--- src/rtl/spi_master_if.sv ---
// SPI master bus bundle: request/handshake signals from the register file
// plus the external SPI pins.
//   master modport : the spi_master block (drives data_out..cs_out_n)
//   slave modport  : the controller/pin side (drives start_in..serial_in)
//   start_in, data_in, cs_select_in, mode_in, clk_div_in, serial_in : requests, MISO
//   data_out, busy_out, done_out, clk_out, serial_out, cs_out_n     : results, SCLK/MOSI/CS
interface spi_master_if #(
    parameter int SIZE     = 40,
    parameter int CS_COUNT = 1,
    parameter int CLK_SIZE = 8
);
    localparam int CS_SEL = (CS_COUNT > 1) ? $clog2(CS_COUNT) : 1;

    logic                start_in;
    logic [SIZE-1:0]     data_in;
    logic [CS_SEL-1:0]   cs_select_in;
    logic [1:0]          mode_in;
    logic [CLK_SIZE-1:0] clk_div_in;
    logic                serial_in;
    logic [SIZE-1:0]     data_out;
    logic                busy_out;
    logic                done_out;
    logic                clk_out;
    logic                serial_out;
    logic [CS_COUNT-1:0] cs_out_n;

    modport master (
        input  start_in, data_in, cs_select_in, mode_in, clk_div_in, serial_in,
        output data_out, busy_out, done_out, clk_out, serial_out, cs_out_n
    );

    modport slave (
        output start_in, data_in, cs_select_in, mode_in, clk_div_in, serial_in,
        input  data_out, busy_out, done_out, clk_out, serial_out, cs_out_n
    );
endinterface

--- src/rtl/spi_master.sv ---
// SPI master: one frame per start request, four CPOL/CPHA modes, decoded
// active-low chip selects and a runtime SCLK divider.
// Ports: clk_in (posedge), rst_n_in (async, active low), bus (spi_master_if.master).
// Build option: define SPI_MASTER_LSB_FIRST_EN for LSB-first shifting;
// default is MSB-first in both directions.
module spi_master #(
    parameter int SIZE     = 40,
    parameter int CS_COUNT = 1,
    parameter int CLK_SIZE = 8
) (
    input  logic         clk_in,
    input  logic         rst_n_in,
    spi_master_if.master bus
);
    localparam int EW = $clog2(2 * SIZE);
    localparam logic [EW-1:0] LAST_EDGE = EW'(2 * SIZE - 1);

    typedef enum logic [1:0] {IDLE, LEAD, XFER, TRAIL} state_t;

    state_t              state_q;
    state_t              state_d;
    logic [CLK_SIZE-1:0] div_q;
    logic [CLK_SIZE-1:0] cnt_q;
    logic [EW-1:0]       edge_q;
    logic                tail_q;
    logic                cpha_q;
    logic [SIZE-1:0]     tx_q;
    logic [SIZE-1:0]     rx_q;
    logic [SIZE-1:0]     data_q;
    logic                busy_q;
    logic                done_q;
    logic                sclk_q;
    logic                mosi_q;
    logic [CS_COUNT-1:0] cs_n_q;
    logic [CS_COUNT-1:0] cs_dec_n;

    logic                tick;
    logic                accept;
    logic                lead_edge;
    logic                shift_en;
    logic                sample_en;
    logic                finish;

    logic                load_bit;
    logic [SIZE-1:0]     load_rest;
    logic                tx_bit;
    logic [SIZE-1:0]     tx_next;
    logic [SIZE-1:0]     rx_next;

`ifdef SPI_MASTER_LSB_FIRST_EN
    assign load_bit  = bus.data_in[0];
    assign load_rest = bus.data_in >> 1;
    assign tx_bit    = tx_q[0];
    assign tx_next   = tx_q >> 1;
    assign rx_next   = {bus.serial_in, rx_q[SIZE-1:1]};
`else
    assign load_bit  = bus.data_in[SIZE-1];
    assign load_rest = bus.data_in << 1;
    assign tx_bit    = tx_q[SIZE-1];
    assign tx_next   = tx_q << 1;
    assign rx_next   = {rx_q[SIZE-2:0], bus.serial_in};
`endif

    // Out-of-range index leaves every select deasserted.
    always_comb begin
        cs_dec_n = '1;
        for (int i = 0; i < CS_COUNT; i++) begin
            if (int'(bus.cs_select_in) == i) cs_dec_n[i] = 1'b0;
        end
    end

    always_ff @(posedge clk_in or negedge rst_n_in) begin
        if (!rst_n_in) state_q <= IDLE;
        else           state_q <= state_d;
    end

    always_comb begin
        state_d   = state_q;
        accept    = 1'b0;
        shift_en  = 1'b0;
        sample_en = 1'b0;
        finish    = 1'b0;
        tick      = (cnt_q == div_q);
        // Even edge count: SCLK is about to leave CPOL (leading edge).
        lead_edge = (edge_q[0] == 1'b0);
        unique case (state_q)
            IDLE: begin
                if (bus.start_in) begin
                    accept  = 1'b1;
                    state_d = LEAD;
                end
            end
            LEAD: begin
                if (tick) state_d = XFER;
            end
            XFER: begin
                if (tick) begin
                    // CPHA=1 shifts on leading edges, CPHA=0 on trailing.
                    shift_en  = (lead_edge == cpha_q);
                    sample_en = (lead_edge != cpha_q);
                    if (edge_q == LAST_EDGE) state_d = TRAIL;
                end
            end
            TRAIL: begin
                // tail_q marks the end of the CS hold half-period.
                if (tail_q) begin
                    finish  = 1'b1;
                    state_d = IDLE;
                end
            end
            default: state_d = IDLE;
        endcase
    end

    always_ff @(posedge clk_in or negedge rst_n_in) begin
        if (!rst_n_in) begin
            div_q  <= '0;
            cnt_q  <= '0;
            edge_q <= '0;
            tail_q <= 1'b0;
            cpha_q <= 1'b0;
            tx_q   <= '0;
            rx_q   <= '0;
            data_q <= '0;
            busy_q <= 1'b0;
            done_q <= 1'b0;
            sclk_q <= 1'b0;
            mosi_q <= 1'b0;
            cs_n_q <= '1;
        end else begin
            done_q <= finish;
            if (state_q == IDLE || tick) cnt_q <= '0;
            else                         cnt_q <= cnt_q + 1'b1;
            tail_q <= (state_q == TRAIL) && !finish && (tail_q || tick);
            if (state_q == IDLE) sclk_q <= bus.mode_in[1];
            if (accept) begin
                div_q  <= bus.clk_div_in;
                cpha_q <= bus.mode_in[0];
                edge_q <= '0;
                rx_q   <= '0;
                busy_q <= 1'b1;
                cs_n_q <= cs_dec_n;
                // CPHA=0 needs the first bit on MOSI before the first edge.
                if (bus.mode_in[0]) begin
                    tx_q <= bus.data_in;
                end else begin
                    tx_q   <= load_rest;
                    mosi_q <= load_bit;
                end
            end
            if (state_q == XFER && tick) begin
                sclk_q <= ~sclk_q;
                edge_q <= edge_q + 1'b1;
            end
            if (shift_en) begin
                tx_q   <= tx_next;
                mosi_q <= tx_bit;
            end
            if (sample_en) rx_q <= rx_next;
            if (finish) begin
                busy_q <= 1'b0;
                cs_n_q <= '1;
                data_q <= rx_q;
            end
        end
    end

    assign bus.data_out   = data_q;
    assign bus.busy_out   = busy_q;
    assign bus.done_out   = done_q;
    assign bus.clk_out    = sclk_q;
    assign bus.serial_out = mosi_q;
    assign bus.cs_out_n   = cs_n_q;
endmodule

--- src/flat_wrapper.sv ---
// flat-port wrapper written by rule: the top's interface ports become plain ports
module spi_master_flat 
#(
    parameter int SIZE     = 40,
    parameter int CS_COUNT = 1,
    parameter int CLK_SIZE = 8
)
  (clk_in, rst_n_in, bus_start_in, bus_data_in, bus_cs_select_in, bus_mode_in, bus_clk_div_in, bus_serial_in, bus_data_out, bus_busy_out, bus_done_out, bus_clk_out, bus_serial_out, bus_cs_out_n);
  spi_master_if #(.SIZE(SIZE), .CS_COUNT(CS_COUNT), .CLK_SIZE(CLK_SIZE)) bus_i ();
  input  logic clk_in;
  input  logic rst_n_in;
  input wire logic [$bits(bus_i.start_in)-1:0] bus_start_in;
  input wire logic [$bits(bus_i.data_in)-1:0] bus_data_in;
  input wire logic [$bits(bus_i.cs_select_in)-1:0] bus_cs_select_in;
  input wire logic [$bits(bus_i.mode_in)-1:0] bus_mode_in;
  input wire logic [$bits(bus_i.clk_div_in)-1:0] bus_clk_div_in;
  input wire logic [$bits(bus_i.serial_in)-1:0] bus_serial_in;
  output wire logic [$bits(bus_i.data_out)-1:0] bus_data_out;
  output wire logic [$bits(bus_i.busy_out)-1:0] bus_busy_out;
  output wire logic [$bits(bus_i.done_out)-1:0] bus_done_out;
  output wire logic [$bits(bus_i.clk_out)-1:0] bus_clk_out;
  output wire logic [$bits(bus_i.serial_out)-1:0] bus_serial_out;
  output wire logic [$bits(bus_i.cs_out_n)-1:0] bus_cs_out_n;
  assign bus_i.start_in = bus_start_in;
  assign bus_i.data_in = bus_data_in;
  assign bus_i.cs_select_in = bus_cs_select_in;
  assign bus_i.mode_in = bus_mode_in;
  assign bus_i.clk_div_in = bus_clk_div_in;
  assign bus_i.serial_in = bus_serial_in;
  assign bus_data_out = bus_i.data_out;
  assign bus_busy_out = bus_i.busy_out;
  assign bus_done_out = bus_i.done_out;
  assign bus_clk_out = bus_i.clk_out;
  assign bus_serial_out = bus_i.serial_out;
  assign bus_cs_out_n = bus_i.cs_out_n;
  spi_master #(.SIZE(SIZE), .CS_COUNT(CS_COUNT), .CLK_SIZE(CLK_SIZE)) u_core (.clk_in(clk_in), .rst_n_in(rst_n_in), .bus(bus_i));
endmodule
--- config.mk ---
export PLATFORM = sky130hd
export DESIGN_NAME = spi_master_flat
export DESIGN_NICKNAME = d
export VERILOG_FILES = /design/src/rtl/spi_master_if.sv /design/src/rtl/spi_master.sv /design/src/flat_wrapper.sv
export SDC_FILE = /design/constraint.sdc
export NUM_CORES = 1
export LEC_CHECK = 0
export BUFFER_PORTS_ARGS = -buffer_cell sky130_fd_sc_hd__buf_2
export CAP_MARGIN = 20
export CORE_MARGIN = 8
export CORE_UTILIZATION = 64
export CTS_BUF_LIST = sky130_fd_sc_hd__clkbuf_4 sky130_fd_sc_hd__clkbuf_8
export DETAILED_ROUTE_END_ITERATION = 8
export PLACE_DENSITY_LB_ADDON = 0.25
export SLEW_MARGIN = 20
export SYNTH_ARGS = -nofsm -noshare
export SYNTH_HDL_FRONTEND = slang
export SYNTH_SLANG_ARGS = --single-unit
export TNS_END_PERCENT = 30
--- constraint.sdc ---
create_clock -name clk_in -period 5.5 [get_ports clk_in]
set_clock_uncertainty 0.15 [all_clocks]
set_input_delay 1.1 -clock clk_in [delete_from_list [all_inputs] [get_ports clk_in]]
set_output_delay 1.1 -clock clk_in [all_outputs]
set_load 0.03 [all_outputs]
* Word-level counts from Yosys, hierarchy flattened
Cells that the tools add are included.
** Cells by class
- Bitwise gates (word level) :: 2
- Mux-type cells :: 32
- Reduce and logical (&&, ||, !) cells :: 14
- $add $sub $neg :: 2
- Eq/ne operators :: 13
** Operators with widths (count)
- $mux W40 :: 5
- $mux W1 :: 18
- $mux W7 :: 2
- $mux W2 :: 5
- $ne A2 B1 Y1 const B :: 5
- $reduce_bool A2 Y1 :: 5
- $add A8 B1 Y8 const B :: 1
- $eq A8 B8 Y1 :: 1
- $mux W8 :: 1
- $pmux W2 S4 :: 1
- $add A7 B1 Y7 const B :: 1
- $eq A7 B7 Y1 const B :: 1
- $reduce_and A5 Y1 :: 1
- $eq A2 B2 Y1 const B :: 2
- $logic_and A1 B1 Y1 :: 3
- $eq A2 B1 Y1 const B :: 1
- $logic_not A2 Y1 :: 1
- $logic_or A1 B1 Y1 :: 2
- $ne A2 B2 Y1 const B :: 1
- $not A1 Y1 :: 2
- $reduce_and A2 Y1 :: 1
- $eq A1 B1 Y1 :: 1
- $logic_not A1 Y1 :: 1
- $ne A1 B1 Y1 :: 1
** Word-level totals
- Register bits :: 152
- Logic and storage cells :: 77

* Longest topological paths before layout
Gate-level depths: netlist (run 1).
- Depth in word-level cells :: 6
- Gate-level depth with buffers :: 8
- Mapped depth without buffers :: 6

* Worst setup path before layout (run 1)
OpenSTA, ideal clock, no wires.
- Path type :: input to register
- Start :: in bus_mode_in[0]
- End :: reg u_core.tx_q[3]
- Stages on the path :: 6
- Arrival time :: 1999 ps
- Buffers on the path :: 2
- Path slack :: 3228 ps
- Library setup time :: 123 ps
- Required time :: 5227 ps
- Path through :: clkbuf_1 > buf_2 > mux2i_1 > nor2_1 > a21oi_1 > o21ai_1
** Between the ends
- Cells in the longest elaborated chain, start to end :: 3
** RTL lines
- from (decl) :: line flat_wrapper.sv:15 : input wire logic [$bits(bus_i.mode_in)-1:0] bus_mode_in;
- $mux W40 :: line spi_master.sv:144 : if (bus.mode_in[0]) begin
- $mux W40 :: line spi_master.sv:136 : if (accept) begin
- $mux W40 :: line spi_master.sv:155 : if (shift_en) begin
- to (signal assigned) :: line spi_master.sv:145 : tx_q <= bus.data_in;
- to (signal assigned) :: line spi_master.sv:147 : tx_q <= load_rest;
- to (signal assigned) :: line spi_master.sv:156 : tx_q <= tx_next;
- to (decl) :: line spi_master.sv:27 : logic [SIZE-1:0] tx_q;
No other way between the ends. The select of a mux whose other input is x is not followed.
A chain may end at the register's enable or synchronous reset.

* Final worst setup path (run 1)
- Start :: reg u_core.state_q[0]
- End :: reg u_core.edge_q[4]
** Between the ends
- Cells in the longest elaborated chain, start to end :: 3
- Elaborated cells between the ends (all ways) :: 6
- Classes of those cells :: eq/ne (1); mux (2); reduce/logical (3)
** RTL lines
- from (decl) :: line spi_master.sv:20 : state_t state_q;
- from (signal assigned) :: line spi_master.sv:74 : else state_q <= state_d;
- $eq A2 B2 Y1 / $logic_not A2 Y1 (equally long branches) :: line spi_master.sv:151, spi_master.sv:86
- $logic_and A1 B1 Y1 / $mux W1 (equally long branches) :: line spi_master.sv:151, spi_master.sv:86
- $mux W7 / $reduce_bool A2 Y1 (equally long branches)
- to (signal assigned) :: line spi_master.sv:153 : edge_q <= edge_q + 1'b1;
- to (decl) :: line spi_master.sv:24 : logic [EW-1:0] edge_q;
Several ways; a longest one is shown, not always the timed one.

==> results of run 1 <==
per-layer routing:
metal | share of wire (%) | vias to the layer above | track usage [%]
li1 | - | 2422 | -
met1 | 43 | 2397 | 24.2
met2 | 50 | 105 | 31.1
met3 | 4.8 | 14 | 4.53
met4 | 1.4 | 0 | 6.40
met5 | 0 | - | 0
worst max-delay path: stages, from the launching register on:
cell and delay (ps):
dfrtp_1 430, inv_1 130, ha_1 360, and2_0 760
a31oi_1 210, o21ai_0 250, o21ai_0 110
worst max path at each step:
| stage | startpoint | endpoint | depth (start not counted) |
|---|---|---|---|
| 2_1_floorplan | bus_mode_in[0] | u_core.tx_q[3] | 6 |
| 3_3_place_gp | bus_mode_in[0] | u_core.tx_q[29] | 5 |
| 3_5_place_dp | bus_mode_in[0] | u_core.tx_q[9] | 5 |
| 4_1_cts | u_core.state_q[0] | u_core.bus.serial_out | 6 |
| 5_1_grt | u_core.state_q[0] | u_core.edge_q[4] | 6 |
| 6_report | u_core.state_q[0] | u_core.edge_q[4] | 6 |
layout make-up:
type / instances / area share, %
sequential: 152 / 49.1
tap: 136 / 2.20
timing repair buffer: 101 / 6.73
inverter: 6 / 0.291
multi-input combinational: 463 / 36.5
clock buffer: 18 / 3.20
clock inverter: 14 / 1.95
registers in the layout (all words and copies together) (netlist names):
| name | flops |
|---|---|
| u_core.bus.serial_out | 1 |
| u_core.bus.busy_out | 1 |
| u_core.div_q | 8 |
| u_core.bus.clk_out | 1 |
| u_core.bus.done_out | 1 |
| u_core.state_q | 2 |
| u_core.tail_q | 1 |
| u_core.edge_q | 7 |
| u_core.bus.cs_out_n | 1 |
| u_core.rx_q | 40 |
| u_core.cnt_q | 8 |
| u_core.bus.data_out | 40 |
| u_core.cpha_q | 1 |
| u_core.tx_q | 40 |
where the power goes:
group          internal [mW]  switching, mW
Combinational          0.293          0.411
Sequential              1.34          0.151
Clock                  0.418          0.423
per-stage QoR:
step	util, %	cells	setup slack [ps]	hold slack (ps)	area [sq um]
4_1_cts	74.6	890	3030	341	7740
5_1_grt	74.7	890	2800	354	7750
2_1_floorplan	-	664	3230	305	6840
3_5_place_dp	70.8	858	2610	327	7340
6_report	74.7	890	2960	330	7750
3_3_place_gp	70.8	858	2680	307	7340
layout by cell type (no fill, tap or decap), drive strengths merged, types with 7 or more instances in the layout:
cell type	Yosys	final
a21oi	41	41
clkbuf	23	19
clkinv	0	7
xnor2	11	11
mux2	50	50
nand3	8	8
mux2i	42	42
buf	20	100
o21ai	84	84
ha	7	7
dfrtp	151	151
inv	6	7
nor2	54	54
nand2	131	131
cell families (layout without fill, tap and decap cells):
| family | Yosys count | after routing | synth area share, % |
|---|---|---|---|
| xor gates and xnor gates | 17 | 17 | 2.18 |
| and+or+nand+nor | 212 | 212 | 12.9 |
| DFF | 152 | 152 | 55.6 |
| adders and majority gates | 7 | 7 | 1.28 |
| buffers and inverters | 49 | 139 | 3.26 |
| muxes | 92 | 92 | 14.4 |
| AOI/OAI and AO/OA | 135 | 135 | 10.4 |
==> impl_metrics.env, run 1 <==
export IMPL_p_per_area_nw_per_um2=392
export IMPL_rsz0062_at_grt="no"
export IMPL_drc=0
export IMPL_synth_area_leaders="dfrtp_1 55%, mux2_2 8.1%, nand2_1 7.2%"
export IMPL_synth_top_cell_area_share_pct=55.2
export IMPL_hp_class="register to register"
export IMPL_synth_top_cell_by_area="dfrtp_1"
export IMPL_syn_cell_area_sq_um=6840
export IMPL_endpoint_kind="register"
export IMPL_dr_total_vias=4938
export IMPL_drive_above_1_share_pct=25.5
export IMPL_gp_congestion=0.761
export IMPL_min_from="u_core.bus.clk_out"
export IMPL_finalHoldViolations=0
export IMPL_multi_input_area_sq_um=2830
export IMPL_tns_ps=0
export IMPL_maxCapViolCount=0
export IMPL_regArea_sq_um=3800
export IMPL_min_period_ps=2540
export IMPL_drt_total_wl_um=13300
export IMPL_wl_per_cell_um=14.9
export IMPL_start_util_pct=66.0
export IMPL_power_mw=3.04
export IMPL_status="finished clean"
export IMPL_slew_limit_headroom_pct=33.9
export IMPL_grt_max_degree=125
export IMPL_synth_edf_count=0
export IMPL_first_pass_iters=4
export IMPL_clock_fmax_mhz=393
export IMPL_nets=803
export IMPL_grt_pass1_wl_um=22500
export IMPL_synthFlopType="dfrtp_1"
export IMPL_port_buffers=99
export IMPL_clockRootBuffer="clkbuf_8"
export IMPL_r2r_worst_path_cells=6
export IMPL_synth_cells=664
export IMPL_clkTransAtPathRegs_ps=90
export IMPL_required_ps=5660
export IMPL_syn_nets=726
export IMPL_synth_most_common_cell="dfrtp_1"
export IMPL_path_class="register to register"
export IMPL_cts_tree="done"
export IMPL_grt_overflow=0
export IMPL_clk_latency_ps=430
export IMPL_cts_inserted_buffers=17
export IMPL_grt_pass1_vias=4798
export IMPL_rrSetupSlack_ps=2960
export IMPL_yosys_warnings=0
export IMPL_worstPathArrival_ps=2700
export IMPL_holdBufCountCts=0
export IMPL_cts_sinks=152
export IMPL_pin_count=100
export IMPL_min_period_over_period_pct=46.2
export IMPL_rows=37
export IMPL_leakagePower_nw=3.78
export IMPL_via_per_inst=5.55
export IMPL_synthArstFlopShare_pct=100
export IMPL_synth_cell_types=38
export IMPL_grt_use_total_pct=18.9
export IMPL_synthTopCellsByCount="151 x dfrtp_1, 131 x nand2_1, 54 x nor2_1"
export IMPL_fp_dieW_um=119
export IMPL_antenna_found_initial=0
export IMPL_worstMarginPinSlew_ps=988
export IMPL_ir_drop_uv=466
export IMPL_clock_path_buffers=2
export IMPL_setup_violations=0
export IMPL_worstReg2RegStart="u_core.state_q[0]"
export IMPL_syn_avg_cell_area_sq_um=10.3
export IMPL_die_h_um=119
export IMPL_dpl_hpwl_um=8980
export IMPL_area_growth_pct=13.3
export IMPL_coreArea_sq_um=10400
export IMPL_ant_nets=0
export IMPL_ys_ff_latch=152
export IMPL_post_cts_setup_buffers=0
export IMPL_ys_seq_area_share_pct=55.6
export IMPL_timing_rr_end="u_core.edge_q[4]"
export IMPL_drt_iter0_markers=314
export IMPL_cp_start_kind="register"
export IMPL_cts_htree_levels=4
export IMPL_maxSlewViolCount=0
export IMPL_holdPathEnd="u_core.bus.clk_out"
export IMPL_post_cts_resize_count=0
export IMPL_hold_depth=1
export IMPL_path_max_fanout=13
export IMPL_antenna_cells=0
export IMPL_die_area_sq_um=14300
export IMPL_fillCellCount=733
Note: power is estimated with default switching activity, not from simulation.
==> run 2, diff against run 1 <==
- ABC_AREA: default -> 1
- CORE_UTILIZATION: 64 -> 54
- clock period: 5.5 -> 2.3 ns (I/O delays scaled with it)
==> run 2 against run 1 <==
Compared with the run above:
- power up 150%
- via count rose by 13%
- critical path depth is 2 higher
- maximum frequency increased by 22%
- combinational power grew to 2.6 times the previous value
- critical endpoint is now u_core.rx_q[33]
- utilization is 11 points lower
- setup slack got worse by 2700 ps
- non-clock buffer count up 14
- largest cell class unchanged
- sequential cell count is the same
==> impl_metrics.env, run 2 <==
export IMPL_status="finished clean"
export IMPL_crit_slowest_cell="dfrtp_1"
export IMPL_clkTransAtPathRegs_ps=80
export IMPL_place_ws_ps=219
export IMPL_pin_count=100
export IMPL_gp_congestion=0.810
export IMPL_path_buf_inv=3
export IMPL_drc=0
export IMPL_maxSlewViolCount=0
export IMPL_hold_depth=3
export IMPL_grt_overflow=0
export IMPL_hp_class="input pin to register"
export IMPL_synth_cell_types=30
export IMPL_port_buffers=99
export IMPL_clockRootBuffer="clkbuf_8"
export IMPL_required_ps=2540
export IMPL_synthTopCellsByCount="339 x nand2_1, 151 x dfrtp_1, 97 x nand3_1"
export IMPL_antenna_found_initial=0
export IMPL_synth_top_cell_by_area="dfrtp_1"
export IMPL_power_mw=7.54
export IMPL_synth_most_common_cell="nand2_1"
export IMPL_synthFlopType="dfrtp_1"
export IMPL_ir_drop_uv=509
export IMPL_syn_cell_area_sq_um=6920
export IMPL_cts_htree_levels=4
export IMPL_via_per_inst=5.16
export IMPL_syn_avg_cell_area_sq_um=8.56
export IMPL_grt_max_degree=121
export IMPL_worstMarginPinSlew_ps=538
export IMPL_cp_cell_sequence="inv_1 > ha_1 > inv_1 > nor2_8 > inv_4 > nor2_8 > nand2_1 > nand2_1"
export IMPL_nets=956
export IMPL_r2r_worst_path_cells=8
export IMPL_clock_fmax_mhz=480
export IMPL_yosys_area_share_simple_pct=28.7
export IMPL_rrSetupSlack_ps=220
export IMPL_post_cts_resize_count=0
export IMPL_max_stage_delay_ps=420
export IMPL_clock_path_buffers=2
export IMPL_slew_limit_headroom_pct=64.2
export IMPL_regArea_sq_um=3800
export IMPL_ys_seq_area_share_pct=55.0
export IMPL_synthMuxAreaShare_pct=0
export IMPL_yosys_warnings=0
export IMPL_synth_area_leaders="dfrtp_1 55%, nand2_1 18%, nand3_1 7.0%"
export IMPL_most_common_layout_cells="338 x nand2_1, 151 x dfrtp_1, 98 x buf_2, 97 x nand3_1, 40 x o21ai_1"
export IMPL_dr_total_vias=5569
export IMPL_fp_dieW_um=129
export IMPL_hold_slack_ps=52.5
export IMPL_synth_compound_area_share_pct=8.34
export IMPL_maxCapViolCount=0
export IMPL_cts_tree="done"
export IMPL_final_area_sq_um=8010
export IMPL_ys_ff_latch=152
export IMPL_multi_input_area_sq_um=2750
export IMPL_start_util_pct=55.0
export IMPL_cts_sinks=152
export IMPL_synth_cells=808
export IMPL_synthArstFlopShare_pct=100
export IMPL_drive_above_1_share_pct=17.9
export IMPL_min_period_over_period_pct=90.6
export IMPL_yosys_area_share_xor_xnor_pct=1.12
export IMPL_first_pass_iters=5
export IMPL_timing_rr_end="u_core.rx_q[33]"
export IMPL_die_h_um=129
export IMPL_dpl_instance_area_sq_um=7550
export IMPL_grt_pass1_vias=5472
export IMPL_tns_ps=0
export IMPL_crit_family="simple AND/OR/NAND/NOR gates"
export IMPL_p_per_area_nw_per_um2=941
export IMPL_grt_use_total_pct=18.9
export IMPL_drt_iter0_markers=505
export IMPL_rows=41
export IMPL_area_growth_pct=15.8
export IMPL_endpoint_kind="register"
export IMPL_wl_per_cell_um=13.6
export IMPL_min_period_ps=2080
export IMPL_fillCellCount=1122
export IMPL_ant_nets=0
export IMPL_synth_fa_ha_area_share_pct=1.27
export IMPL_synth_top_family_by_area="simple AND/OR/NAND/NOR gates"
export IMPL_min_from="bus_clk_div_in[6]"
export IMPL_syn_nets=870
export IMPL_holdPathEnd="u_core.div_q[6]"
export IMPL_instances_no_fill=1079
export IMPL_path_max_fanout=40
export IMPL_synth_top_cell_area_share_pct=54.6
export IMPL_worstPathArrival_ps=2320
export IMPL_finalHoldViolations=0
export IMPL_setup_violations=0
export IMPL_clk_latency_ps=450
export IMPL_path_class="register to register"
export IMPL_cts_inserted_buffers=17
export IMPL_cp_start_kind="register"
export IMPL_synth_edf_count=0
export IMPL_leakagePower_nw=4.60
export IMPL_dp_cells=1046
export IMPL_die_area_sq_um=16700
export IMPL_coreArea_sq_um=12600
export IMPL_fin_util_pct=63.7
export IMPL_timing_final_ws_setup_ps=216
export IMPL_dpl_hpwl_um=10000
export IMPL_rsz0062_at_grt="no"
export IMPL_antenna_cells=0
export IMPL_worstReg2RegStart="u_core.state_q[0]"
export IMPL_drt_total_wl_um=14700
export IMPL_layout_commonest_cell="nand2_1"
export IMPL_grt_pass1_wl_um=25400
-- run 2: cell count changes after synthesis, moves of 8 or more --
cell / previous run / this run
o21ai_0: 40 / 13
nand3_1: 8 / 97
nor2_1: 54 / 18
buf_6: 1 / 11
mux2i_1: 42 / 0
nand2_1: 131 / 339
a21oi_1: 41 / 2
a22oi_1: 0 / 39
xnor2_1: 11 / 3
inv_1: 6 / 24
mux2_2: 49 / 0
-- run 2: cells by family (layout without fill, tap and decap cells) --
family,Yosys count,after routing
buf+inv,75,174
xor+xnor,8,8
fa+ha+maj,7,7
flops,152,152
compound gates,95,95
simple gates,471,471
-- run 2: power by group --
group	switching, mW	internal (mW)
logic	1.16	0.669
registers	0.314	3.17
clock network	0.972	1.26
-- run 2: final cells by class --
type,instances,area share [%]
Sequential cell,152,47.5
Multi-Input combinational cell,581,34.3
Timing Repair Buffer,115,8.58
Clock buffer,21,3.45
Tap cell,172,2.69
Clock inverter,11,2.14
Inverter,27,1.30
-- run 2: what timing repair did --
| item | in CTS | in global routing |
|---|---|---|
| endpoints found under the setup margin | 0 | 0 |
| setup buffers | 0 | 0 |
| hold endpoints to repair | 53 | 0 |
| hold buffers | 1 | 0 |
-- run 2: worst min-delay path, delay by kind of cell --
| family | cells | cell delay [ps] |
|---|---|---|
| simple gates | 2 | 80 |
| buf+inv | 1 | 80 |
-- run 2: metal layers --
metal  track usage (%)  vias up  wire length [um]
met5                 0        -                 0
met4              7.81        0               297
met3              4.85       25               759
met2              30.0      119              6960
met1              24.1     2613              6660
li1                  -     2812                 -
-- run 2: worst max path at each step --
stage	start	endpoint	cells past startpoint
finish	u_core.state_q[0]	u_core.rx_q[33]	8
global route	u_core.state_q[0]	u_core.rx_q[38]	8
CTS	u_core.state_q[0]	u_core.rx_q[33]	8
detailed placement	u_core.state_q[0]	u_core.rx_q[33]	8
global placement	u_core.cnt_q[0]	u_core.rx_q[0]	11
floorplan	u_core.state_q[0]	u_core.tx_q[31]	10
==> run 3, diff against run 2 <==
- CORE_UTILIZATION: 54 -> 59
- clock period: 2.3 -> 2.03 ns (I/O delays scaled with it)
==> run 3 against run 2 <==
Compared with the run above:
- final cell count fell by 1.9%
- sequential cell count did not move
- clock-buffer cell count rose by 1
- register-to-register slack got worse by 110 ps
- setup slack got worse by 110 ps
- critical path depth rose by 4
- global-route usage rose by 0.98 points
- design area rose by 0.12%
- maximum frequency rose by 8.1%
- sequential share of layout area fell by 0.059 points
- first-iteration DRC count fell by 28%
- die area fell by 7.4%
- critical endpoint is now u_core.rx_q[26]
- highest routed layer unchanged
==> impl_metrics.env, run 3 (synthesis gave the netlist of run 2 again) <==
export IMPL_endpoint_kind="register"
export IMPL_cts_sinks=152
export IMPL_min_period_over_period_pct=95.0
export IMPL_path_class="register to register"
export IMPL_cp_num_cells=12
export IMPL_crit_path_start="u_core.cnt_q[4]"
export IMPL_timing_rr_end="u_core.rx_q[26]"
export IMPL_cts_inserted_buffers=17
export IMPL_crit_family="simple AND/OR/NAND/NOR gates"
export IMPL_area_growth_pct=16.0
export IMPL_crit_slowest_cell="dfrtp_1"
export IMPL_power_mw=8.23
export IMPL_setup_violations=0
export IMPL_antenna_found_initial=0
export IMPL_post_cts_setup_buffers=0
export IMPL_grt_pass1_wl_um=25800
export IMPL_wl_per_cell_um=14.2
export IMPL_grt_overflow=0
export IMPL_grt_use_total_pct=19.8
export IMPL_ir_drop_uv=817
export IMPL_drt_total_wl_um=15100
export IMPL_status="finished clean"
export IMPL_tns_ps=0
export IMPL_timing_final_ws_setup_ps=102
export IMPL_slew_limit_headroom_pct=65.8
export IMPL_hp_class="input pin to register"
export IMPL_worstMarginPinSlew_ps=513
export IMPL_path_buf_inv=3
export IMPL_clkTransAtPathRegs_ps=80
export IMPL_dr_total_vias=5723
export IMPL_via_per_inst=5.40
export IMPL_pin_count=100
export IMPL_cts_htree_levels=4
export IMPL_ant_nets=0
export IMPL_die_area_sq_um=15400
export IMPL_gp_congestion=0.800
export IMPL_crit_path_frequent_cell="nand2_1"
export IMPL_maxCapViolCount=0
export IMPL_grt_pass1_vias=5536
export IMPL_p_per_area_nw_per_um2=1030
export IMPL_layout_commonest_cell="nand2_1"
export IMPL_worstReg2RegStart="u_core.cnt_q[4]"
export IMPL_drt_iter0_markers=362
export IMPL_rows=39
export IMPL_required_ps=2280
export IMPL_leakagePower_nw=4.60
export IMPL_clockRootBuffer="clkbuf_8"
export IMPL_cp_start_kind="register"
export IMPL_max_stage_delay_ps=440
export IMPL_nets=965
export IMPL_crit_end="u_core.rx_q[26]"
export IMPL_rrSetupSlack_ps=100
export IMPL_fp_dieW_um=124
export IMPL_hold_depth=3
export IMPL_clock_fmax_mhz=519
export IMPL_clk_latency_ps=450
export IMPL_antenna_cells=0
export IMPL_clock_path_buffers=2
export IMPL_coreArea_sq_um=11400
export IMPL_path_max_fanout=40
export IMPL_cp_cell_sequence="inv_2 > nand2_1 > nand2_1 > nand2_1 > nor2_4 > nand2_4 > nor2_8 > inv_6 > nor2_8 > buf_12 > nand2_1 > nand2_1"
export IMPL_die_h_um=124
export IMPL_start_util_pct=60.6
export IMPL_fin_util_pct=70.2
export IMPL_most_common_layout_cells="338 x nand2_1, 151 x dfrtp_1, 98 x buf_2, 97 x nand3_1, 40 x o21ai_1"
export IMPL_min_period_ps=1930
export IMPL_drive_above_1_share_pct=18.1
export IMPL_port_buffers=99
export IMPL_first_pass_iters=5
export IMPL_rsz0062_at_grt="yes"
export IMPL_r2r_worst_path_cells=12
export IMPL_maxSlewViolCount=0
export IMPL_cts_tree="done"
export IMPL_drc=0
export IMPL_place_ws_ps=76.1
export IMPL_grt_max_degree=68
export IMPL_worstPathArrival_ps=2170
export IMPL_dpl_hpwl_um=10100
export IMPL_finalHoldViolations=0
==> run 3: stage by stage <==
stage               std cells  cell area (sq um)  hold WS, ps
detailed placement       1018               7550          251
floorplan                 808               6920        -39.6
global placement         1018               7550          242
CTS                      1058               8000         3.25
finish                   1059               8020         35.2
global route             1059               8020         24.4
==> run 3: final cells by class <==
cell class,count,area (sq um)
Fill cell,911,3400
Clock inverter,10,68.8
Multi-Input combinational cell,581,2750
Clock buffer,22,303
Inverter,27,110
Timing Repair inverter,1,7.51
Sequential cell,152,3800
Timing Repair Buffer,123,793
Tap cell,143,179
==> run 3: metal layers <==
layer / GRT usage [%] / part of all wire (%) / up-vias
li1: - / - / 2821
met1: 24.7 / 44 / 2737
met2: 31.9 / 49 / 143
met3: 5.91 / 5.0 / 22
met4: 7.73 / 1.5 / 0
met5: 0 / 0 / -
==> run 3: worst reg2reg max path: cells and delay by family, from the launching register on <==
kind          cells  cell delay (ps)
flops             1              440
simple gates      9              900
buf+inv           3              370
==> run 3: what timing repair did <==
action / 4_1_cts / 5_1_grt
hold buffers: 8 / 0
endpoints found under the setup margin: 0 / 20
hold endpoints to repair: 57 / 0
gates resized for setup: 0 / 5
==> run 3: worst min-delay path by stage <==
stage / from / endpoint / slack [ps]
2_1_floorplan: rst_n_in / u_core.bus.busy_out / -40
3_3_place_gp: rst_n_in / u_core.bus.data_out[29] / 240
3_5_place_dp: rst_n_in / u_core.bus.data_out[26] / 250
4_1_cts: bus_serial_in / u_core.rx_q[0] / 3
5_1_grt: bus_clk_div_in[0] / u_core.div_q[0] / 20
6_report: bus_serial_in / u_core.rx_q[0] / 40
==> run 3: power by group <==
group | internal, mW | total, mW | leakage (nW) | switching [mW]
clock network | 1.01 | 2.13 | 0.187 | 1.12
logic | 0.805 | 2.15 | 2.39 | 1.35
registers | 3.59 | 3.95 | 2.03 | 0.364
